===== config.mk =====
export PLATFORM = sky130hd
export DESIGN_NAME = tx_stream_bridge
export DESIGN_NICKNAME = d
export VERILOG_FILES = /design/src/rtl/tx_stream_bridge.sv
export SDC_FILE = /design/constraint.sdc
export NUM_CORES = 1
export LEC_CHECK = 0
export BUFFER_PORTS_ARGS = -buffer_cell sky130_fd_sc_hd__buf_2
export CAP_MARGIN = 20
export CORE_MARGIN = 5
export CORE_UTILIZATION = 45
export CTS_BUF_LIST = sky130_fd_sc_hd__clkbuf_16
export DETAILED_ROUTE_END_ITERATION = 10
export PLACE_DENSITY = 0.63
export SLEW_MARGIN = 20
export SYNTH_ARGS = -nofsm -noshare
export SYNTH_HDL_FRONTEND = slang
export SYNTH_SLANG_ARGS = --single-unit

===== constraint.sdc =====
create_clock -name clk -period 11.21 [get_ports clk]
set_clock_uncertainty 0.15 [all_clocks]
set_input_delay 2.8025 -clock clk [delete_from_list [all_inputs] [get_ports clk]]
set_output_delay 2.8025 -clock clk [all_outputs]
set_load 0.01 [all_outputs]

===== src/rtl/tx_stream_bridge.sv =====
`default_nettype none
// ============================================================================
// Module   : tx_stream_bridge
// Purpose  : AHIR read pipe to AXI-stream MAC transmit bridge with a circular
//            buffer and optional store-and-forward frame gating.
// Revision : 1.0
// ============================================================================
module tx_stream_bridge #(
    parameter int DATA_W    = 64,
    parameter int KEEP_W    = 8,
    parameter int PIPE_W    = DATA_W + KEEP_W + 1,
    parameter int DEPTH     = 16,
    parameter int ADDR_W    = 4,
    parameter int STORE_FWD = 1
) (
    input  logic                clk,
    input  logic                reset,
    input  logic [PIPE_W-1:0]   read_pipe_data,
    output logic                read_pipe_req,
    input  logic                read_pipe_ack,
    output logic                tx_axis_resetn,
    output logic [DATA_W-1:0]   tx_axis_tdata,
    output logic [KEEP_W-1:0]   tx_axis_tkeep,
    output logic                tx_axis_tvalid,
    output logic                tx_axis_tlast,
    output logic                tx_axis_tuser,
    input  logic                tx_axis_tready,
    output logic [ADDR_W:0]     tx_fill,
    output logic [15:0]         tx_frame_count
);

    localparam logic [ADDR_W:0] c_full = (ADDR_W+1)'(DEPTH);

    logic [PIPE_W-1:0] r_mem [DEPTH];
    logic [ADDR_W-1:0] r_wr_ptr;
    logic [ADDR_W-1:0] r_rd_ptr;
    logic [ADDR_W:0]   r_fill;
    logic [ADDR_W:0]   r_cf_cnt;
    logic              r_mid_frame;
    logic              r_tvalid;
    logic              r_tlast;
    logic [DATA_W-1:0] r_tdata;
    logic [KEEP_W-1:0] r_tkeep;
    logic              r_resetn;
    logic [15:0]       r_frame_count;

    logic              w_req;
    logic              w_wr;
    logic              w_load;
    logic              w_start_ok;
    logic              w_wr_last;
    logic              w_pop_last;
    logic [PIPE_W-1:0] w_head;

    assign w_req      = !reset && (r_fill != c_full);
    assign w_wr       = w_req && read_pipe_ack;
    assign w_head     = r_mem[r_rd_ptr];
    // A full buffer must be allowed to start, or a frame longer than DEPTH
    // could never complete and the bridge would deadlock.
    assign w_start_ok = r_mid_frame || (STORE_FWD == 0) || (r_cf_cnt != '0) || (r_fill == c_full);
    assign w_load     = (!r_tvalid || tx_axis_tready) && (r_fill != '0) && w_start_ok;
    assign w_wr_last  = w_wr && read_pipe_data[PIPE_W-1];
    assign w_pop_last = w_load && w_head[PIPE_W-1];

    always_ff @(posedge clk) begin
        if (w_wr) begin
            r_mem[r_wr_ptr] <= read_pipe_data;
        end
    end

    always_ff @(posedge clk) begin
        if (reset) begin
            r_wr_ptr    <= '0;
            r_rd_ptr    <= '0;
            r_fill      <= '0;
            r_cf_cnt    <= '0;
            r_mid_frame <= 1'b0;
        end else begin
            if (w_wr) begin
                r_wr_ptr <= r_wr_ptr + 1'b1;
            end
            if (w_load) begin
                r_rd_ptr    <= r_rd_ptr + 1'b1;
                r_mid_frame <= !w_head[PIPE_W-1];
            end
            case ({w_wr, w_load})
                2'b10:   r_fill <= r_fill + 1'b1;
                2'b01:   r_fill <= r_fill - 1'b1;
                default: r_fill <= r_fill;
            endcase
            case ({w_wr_last, w_pop_last})
                2'b10:   r_cf_cnt <= r_cf_cnt + 1'b1;
                2'b01:   r_cf_cnt <= r_cf_cnt - 1'b1;
                default: r_cf_cnt <= r_cf_cnt;
            endcase
        end
    end

    // Output register holds while tvalid && !tready since w_load is then 0.
    always_ff @(posedge clk) begin
        if (reset) begin
            r_tvalid      <= 1'b0;
            r_tlast       <= 1'b0;
            r_tdata       <= '0;
            r_tkeep       <= '0;
            r_frame_count <= '0;
            r_resetn      <= 1'b0;
        end else begin
            r_resetn <= 1'b1;
            if (w_load) begin
                {r_tlast, r_tdata, r_tkeep} <= w_head;
                r_tvalid                    <= 1'b1;
            end else if (tx_axis_tready) begin
                r_tvalid <= 1'b0;
            end
            if (r_tvalid && tx_axis_tready && r_tlast) begin
                r_frame_count <= r_frame_count + 16'd1;
            end
        end
    end

    assign read_pipe_req  = w_req;
    assign tx_axis_resetn = r_resetn;
    assign tx_axis_tdata  = r_tdata;
    assign tx_axis_tkeep  = r_tkeep;
    assign tx_axis_tvalid = r_tvalid;
    assign tx_axis_tlast  = r_tlast;
    assign tx_axis_tuser  = 1'b0;
    assign tx_fill        = r_fill;
    assign tx_frame_count = r_frame_count;

endmodule
`default_nettype wire


== After elaboration in Yosys (flattened, before gate mapping) ==
Memory sizes are Yosys's and may differ from the RTL's. A register that Yosys moved wholly into a read port is not among the register bits.
Index checks and enable logic that the tools add are counted.

* Add/sub/neg operators: 7
* Equality and inequality tests: 6
* Mux-type cells: 9
* Reduce and logical (&&, ||, !) cells: 19

{| class="wikitable"
|+ Operators by type and width
! kind !! number
|-
| one-hot mux 5 bit (2 select lines) || 2
|-
| adder 16 x 1 -> 16 bit, second input constant || 1
|-
| adder 5 x 1 -> 5 bit, second input constant || 2
|-
| nonzero test 5 bit || 2
|-
| subtractor 5 x 1 -> 5 bit, second input constant || 2
|-
| adder 4 x 1 -> 4 bit, second input constant || 2
|-
| logical AND 1 bit || 8
|-
| 2-to-1 mux 4 bit || 2
|-
| nonzero test 2 bit || 3
|-
| == test 5 bit, second input constant || 1
|-
| 2-to-1 mux 1 bit || 5
|-
| inequality test 5 bit, second input constant || 1
|-
| == test 2 x 1 -> 1 bit, second input constant || 2
|-
| == test 2 bit, second input constant || 2
|-
| zero test 1 bit || 3
|-
| logical OR 1 bit || 3
|}

* Register bits: 110
* Memory bits (writable): 1168
* Bits of input ports: 77
* Output and inout port bits: 98
* Logic and storage cells: 53
* Memories kept: 1

{| class="wikitable"
|+ Memory list
! memory !! words !! width !! read ports !! clocked after memory_dff !! wr ports !! line !! text
|-
| r_mem || 16 || 73 || 1 || 1 || 1 || 34 || <nowiki>logic [PIPE_W-1:0] r_mem [DEPTH];</nowiki>
|}

== Depth between registers and ports, before layout ==
* Depth after elaboration: 7
* Depth in mapped cells: 16
* Gate-level depth less buffers: 13

== Worst setup path before layout ==
Ideal clock, no wire load.

* Kind: input to register
* From: input read_pipe_ack
* To: memory r_mem[3][0] in the netlist's numbering (enable)
* Library setup time: 593 ps
* Data arrival time: 8802 ps
* Data required time: 10467 ps
* Slack: 1664 ps
* Stages on the path: 4
* Path buffers: 0
* Cells stage by stage: inv_1 > a211oi_1 > nand2_1 > nor3_1

* Word-level cells in the longest chain between the ends: 3

{| class="wikitable"
|+ Ends and longest elaborated chain
! item !! line !! text
|-
| from (decl) || 20 || <nowiki>input logic read_pipe_ack,</nowiki>
|-
| logical AND 1 bit || 56 || <nowiki>assign w_wr = w_req && read_pipe_ack;</nowiki>
|-
| 2-to-1 mux 1 bit || 66 || <nowiki>if (w_wr) begin</nowiki>
|-
| 2-to-1 mux 1 bit (not written as such) || 67 || <nowiki>r_mem[r_wr_ptr] <= read_pipe_data;</nowiki>
|-
| to (decl) || 34 ||
|}

Every way passes these cells.

== Final worst setup path ==
* From: input reset
* To: output read_pipe_req

* Word-level cells in the longest chain between the ends: 2

{| class="wikitable"
|+ Ends and longest elaborated chain
! item !! line !! text
|-
| from (decl) || 17 || <nowiki>input logic reset,</nowiki>
|-
| zero test 1 bit || 55 || <nowiki>assign w_req = !reset && (r_fill != c_full);</nowiki>
|-
| logical AND 1 bit || 55 ||
|-
| to (decl) || 19 || <nowiki>output logic read_pipe_req,</nowiki>
|}

Every way passes these cells.

==> reports/metrics.cfg <==
[run_status]
status = finished, final reports clean

[final_layout]
final_common_cell = edfxtp_1
drive_gt1_share_pct = 27.9
syn_to_final_growth_pct = 14.0
final_cell_mix = edfxtp_1, mux4_2, buf_2, a22oi_1, clkbuf_16
layout.nets = 2515
final_core_util_pct = 51.7
fin_area_um2 = 54400

[synthesis]
yosys_warnings = 0
synthCells = 2190
synth_nets = 2283
netlist_area_um2 = 47700
avgSynthCellArea_um2 = 21.8
ys.flop_type = edfxtp_1
async_reset_ff_share_pct = 0
ys_ff_latch = 1282
synth_edf_count = 1168
ys_seq_area_share_pct = 78.3
yosysUniqueCellTypes = 40

[sta]
maxSlewViolCount = 0
finalSetupViolCount = 0
report.final.hold_viol_count = 0
tns_ns = 0
finalCritPeriodShare_pct = 58.8
hold_slack_ns = 0.324
rsz0062_at_grt = false
fmax_mhz = 152
min_period_ns = 6.59
relSlewSlack_pct = 27.5
tightest_slew_ns = 1.09

[placement]
io_buffers = 173
placed_cell_area_um2 = 50200
place.gp.congestion = 0.739
dp_hpwl_um = 55300

[clock_network]
ctsLongestPathBuffers = 3
cts_tree = built
clock_sinks = 1282
postCtsSetupRepairBufs = 0
cts-root-buf = clkbuf_16
cts_resized = 0
cts_hold_buffers = 0
htreeDepth = 4
clock_latency_ns = 0.72
cts.clk_slew.worst_paths_ns = 0.06
numCtsBuffers = 134

[global_route]
grt_max_degree = 74
gr-total-overflow = 0
grt_pass1_vias = 23600
antenna_found_initial = 10
grt_pass1_wl_um = 154000
grt.total_usage_pct = 18.2

[drt]
wirelength_um = 102000
dr.pass1.iters = 5
route.vias.total = 22400
dr_wl_met2_um = 51500
final_antenna_net_count = 0
wl_met1_um = 42700
dr.max_layer_used = met5
wl_per_cell_um = 26.1
drtIter0Drc = 1928
drc_errors = 0
vias_per_cell = 5.72
met3_wirelength_um = 6220

[critical_path]
crit_fanout = 40
worstPathArrival_ns = 3.64
critPathMaxStageDelay_ns = 0.59
end_kind = output port
critPathMostFrequentCell = buf_2
critPathKind = input pin to output port
cp_data_required_time_ns = 8.26
startpoint_type = input pin
path_cells = buf_2, a21oi_1, buf_2
slowest_stage = buf_2

[pwr]
total_power_mw = 11.2
p_leak_nw = 17.4
ir_drop_mv = 0.168
power_density_nw_per_um2 = 206

[floorplan]
io_pins = 175
core_um2 = 105000
fp-row-count = 119
die_y_um = 336
die_w_um = 336
initial_core_util_pct = 45.3
die_area_um2 = 113000

[worst_hold_path]
holdCritPathClass = flip-flop to flip-flop

[flow_run]
drv_cap = 0

-- final cells by class --
type	count	area (µm²)
antenna	5	12.5
clock buffer	135	3380
clock inverter	108	679
fill	8135	50900
inverter	15	56.3
multi-input combinational	769	9890
sequential	1282	37400
tap	1391	1740
timing repair buffer	220	1280
-- state kept, by name, indices dropped and copies added, names as in the netlist, named ones only --
register,flops
r_mem,1168
tx_axis_tdata,64
tx_frame_count,16
tx_axis_tkeep,8
r_cf_cnt,5
tx_fill,5
r_rd_ptr,4
r_wr_ptr,4
r_mid_frame,1
tx_axis_resetn,1
tx_axis_tlast,1
tx_axis_tvalid,1
-- cell families after synthesis --
family / after synthesis / synth area share [%]
other: 1 / 0.00786
XOR/XNOR: 23 / 0.422
adder cells (fa/ha/maj): 16 / 0.451
multiplexers: 299 / 13.9
buffers and inverters: 139 / 1.32
AND/OR/NAND/NOR: 186 / 1.72
AO/OA/AOI/OAI: 244 / 3.94
flip-flops: 1282 / 78.3
-- Yosys cell counts, types with 2 or more instances --
cell type  instances  share of area [%]
edfxtp_1        1168                 73
mux4_2           290                 14
a22oi_1          144                2.3
dfxtp_1          114                4.8
nand2_1           87               0.68
a22o_1            73                1.3
clkbuf_1          67               0.53
nor2_1            48               0.38
buf_1             32               0.25
inv_1             15               0.12
a21oi_1           14               0.15
ha_1              14               0.37
xor2_1            14               0.26
and3_1             9               0.12
buf_6              9               0.21
mux2i_1            9               0.19
xnor2_1            9               0.17
buf_2              8              0.084
buf_4              8               0.13
nand3_1            8              0.084
nor2b_1            7              0.092
nor3_1             7              0.073
a21o_1             4              0.063
nand2b_1           4              0.052
nand4_1            4              0.052
o21ai_0            3              0.031
o31ai_1            3              0.047
or4_1              3              0.047
fa_1               2              0.084
nand3b_1           2              0.031
nor4_1             2              0.026
-- worst paths after layout --
| path | from | endpoint | slack, ns | cells after the start |
|---|---|---|---|---|
| worst max-delay path | reset | read_pipe_req | 4.62 | 3 |
| worst min-delay path | tx_axis_tdata[7] | tx_axis_tdata[7] | 0.32 | 1 |
| worst max register to register | flip-flop | tx_axis_tdata[48] | 6.48 | 7 |
| worst min register to register | tx_axis_tdata[7] | tx_axis_tdata[7] | 0.32 | 1 |
-- power breakdown --
group,internal (mW),switching (mW),total (mW)
Combinational,0.819,0.928,1.75
Sequential,5.34,0.0785,5.42
Clock,2.27,1.79,4.06
Total,8.44,2.80,11.2
-- metrics by stage --
| step | std cells | setup slack [ns] |
|---|---|---|
| after global routing | 3922 | 4.53 |
| after CTS | 3917 | 4.61 |
| after detailed placement | 3674 | 4.60 |
| after global placement | 3674 | 4.64 |
| final | 3925 | 4.62 |
| after floorplan | 2190 | 1.66 |
-- routing by layer --
| layer | vias to the layer above | GRT usage (%) |
|---|---|---|
| met3 | 137 | 3.59 |
| met2 | 690 | 29.9 |
| met5 | - | 0 |
| li1 | 9671 | - |
| met1 | 11900 | 25.3 |
| met4 | 4 | 4.67 |
-- worst max-delay path: cells and delay by family --
kind,cells,cell delay (ns)
AO/OA/AOI/OAI,1,0.07
buffers and inverters,2,0.77
No activity file was read; power rests on OpenSTA's default activity.
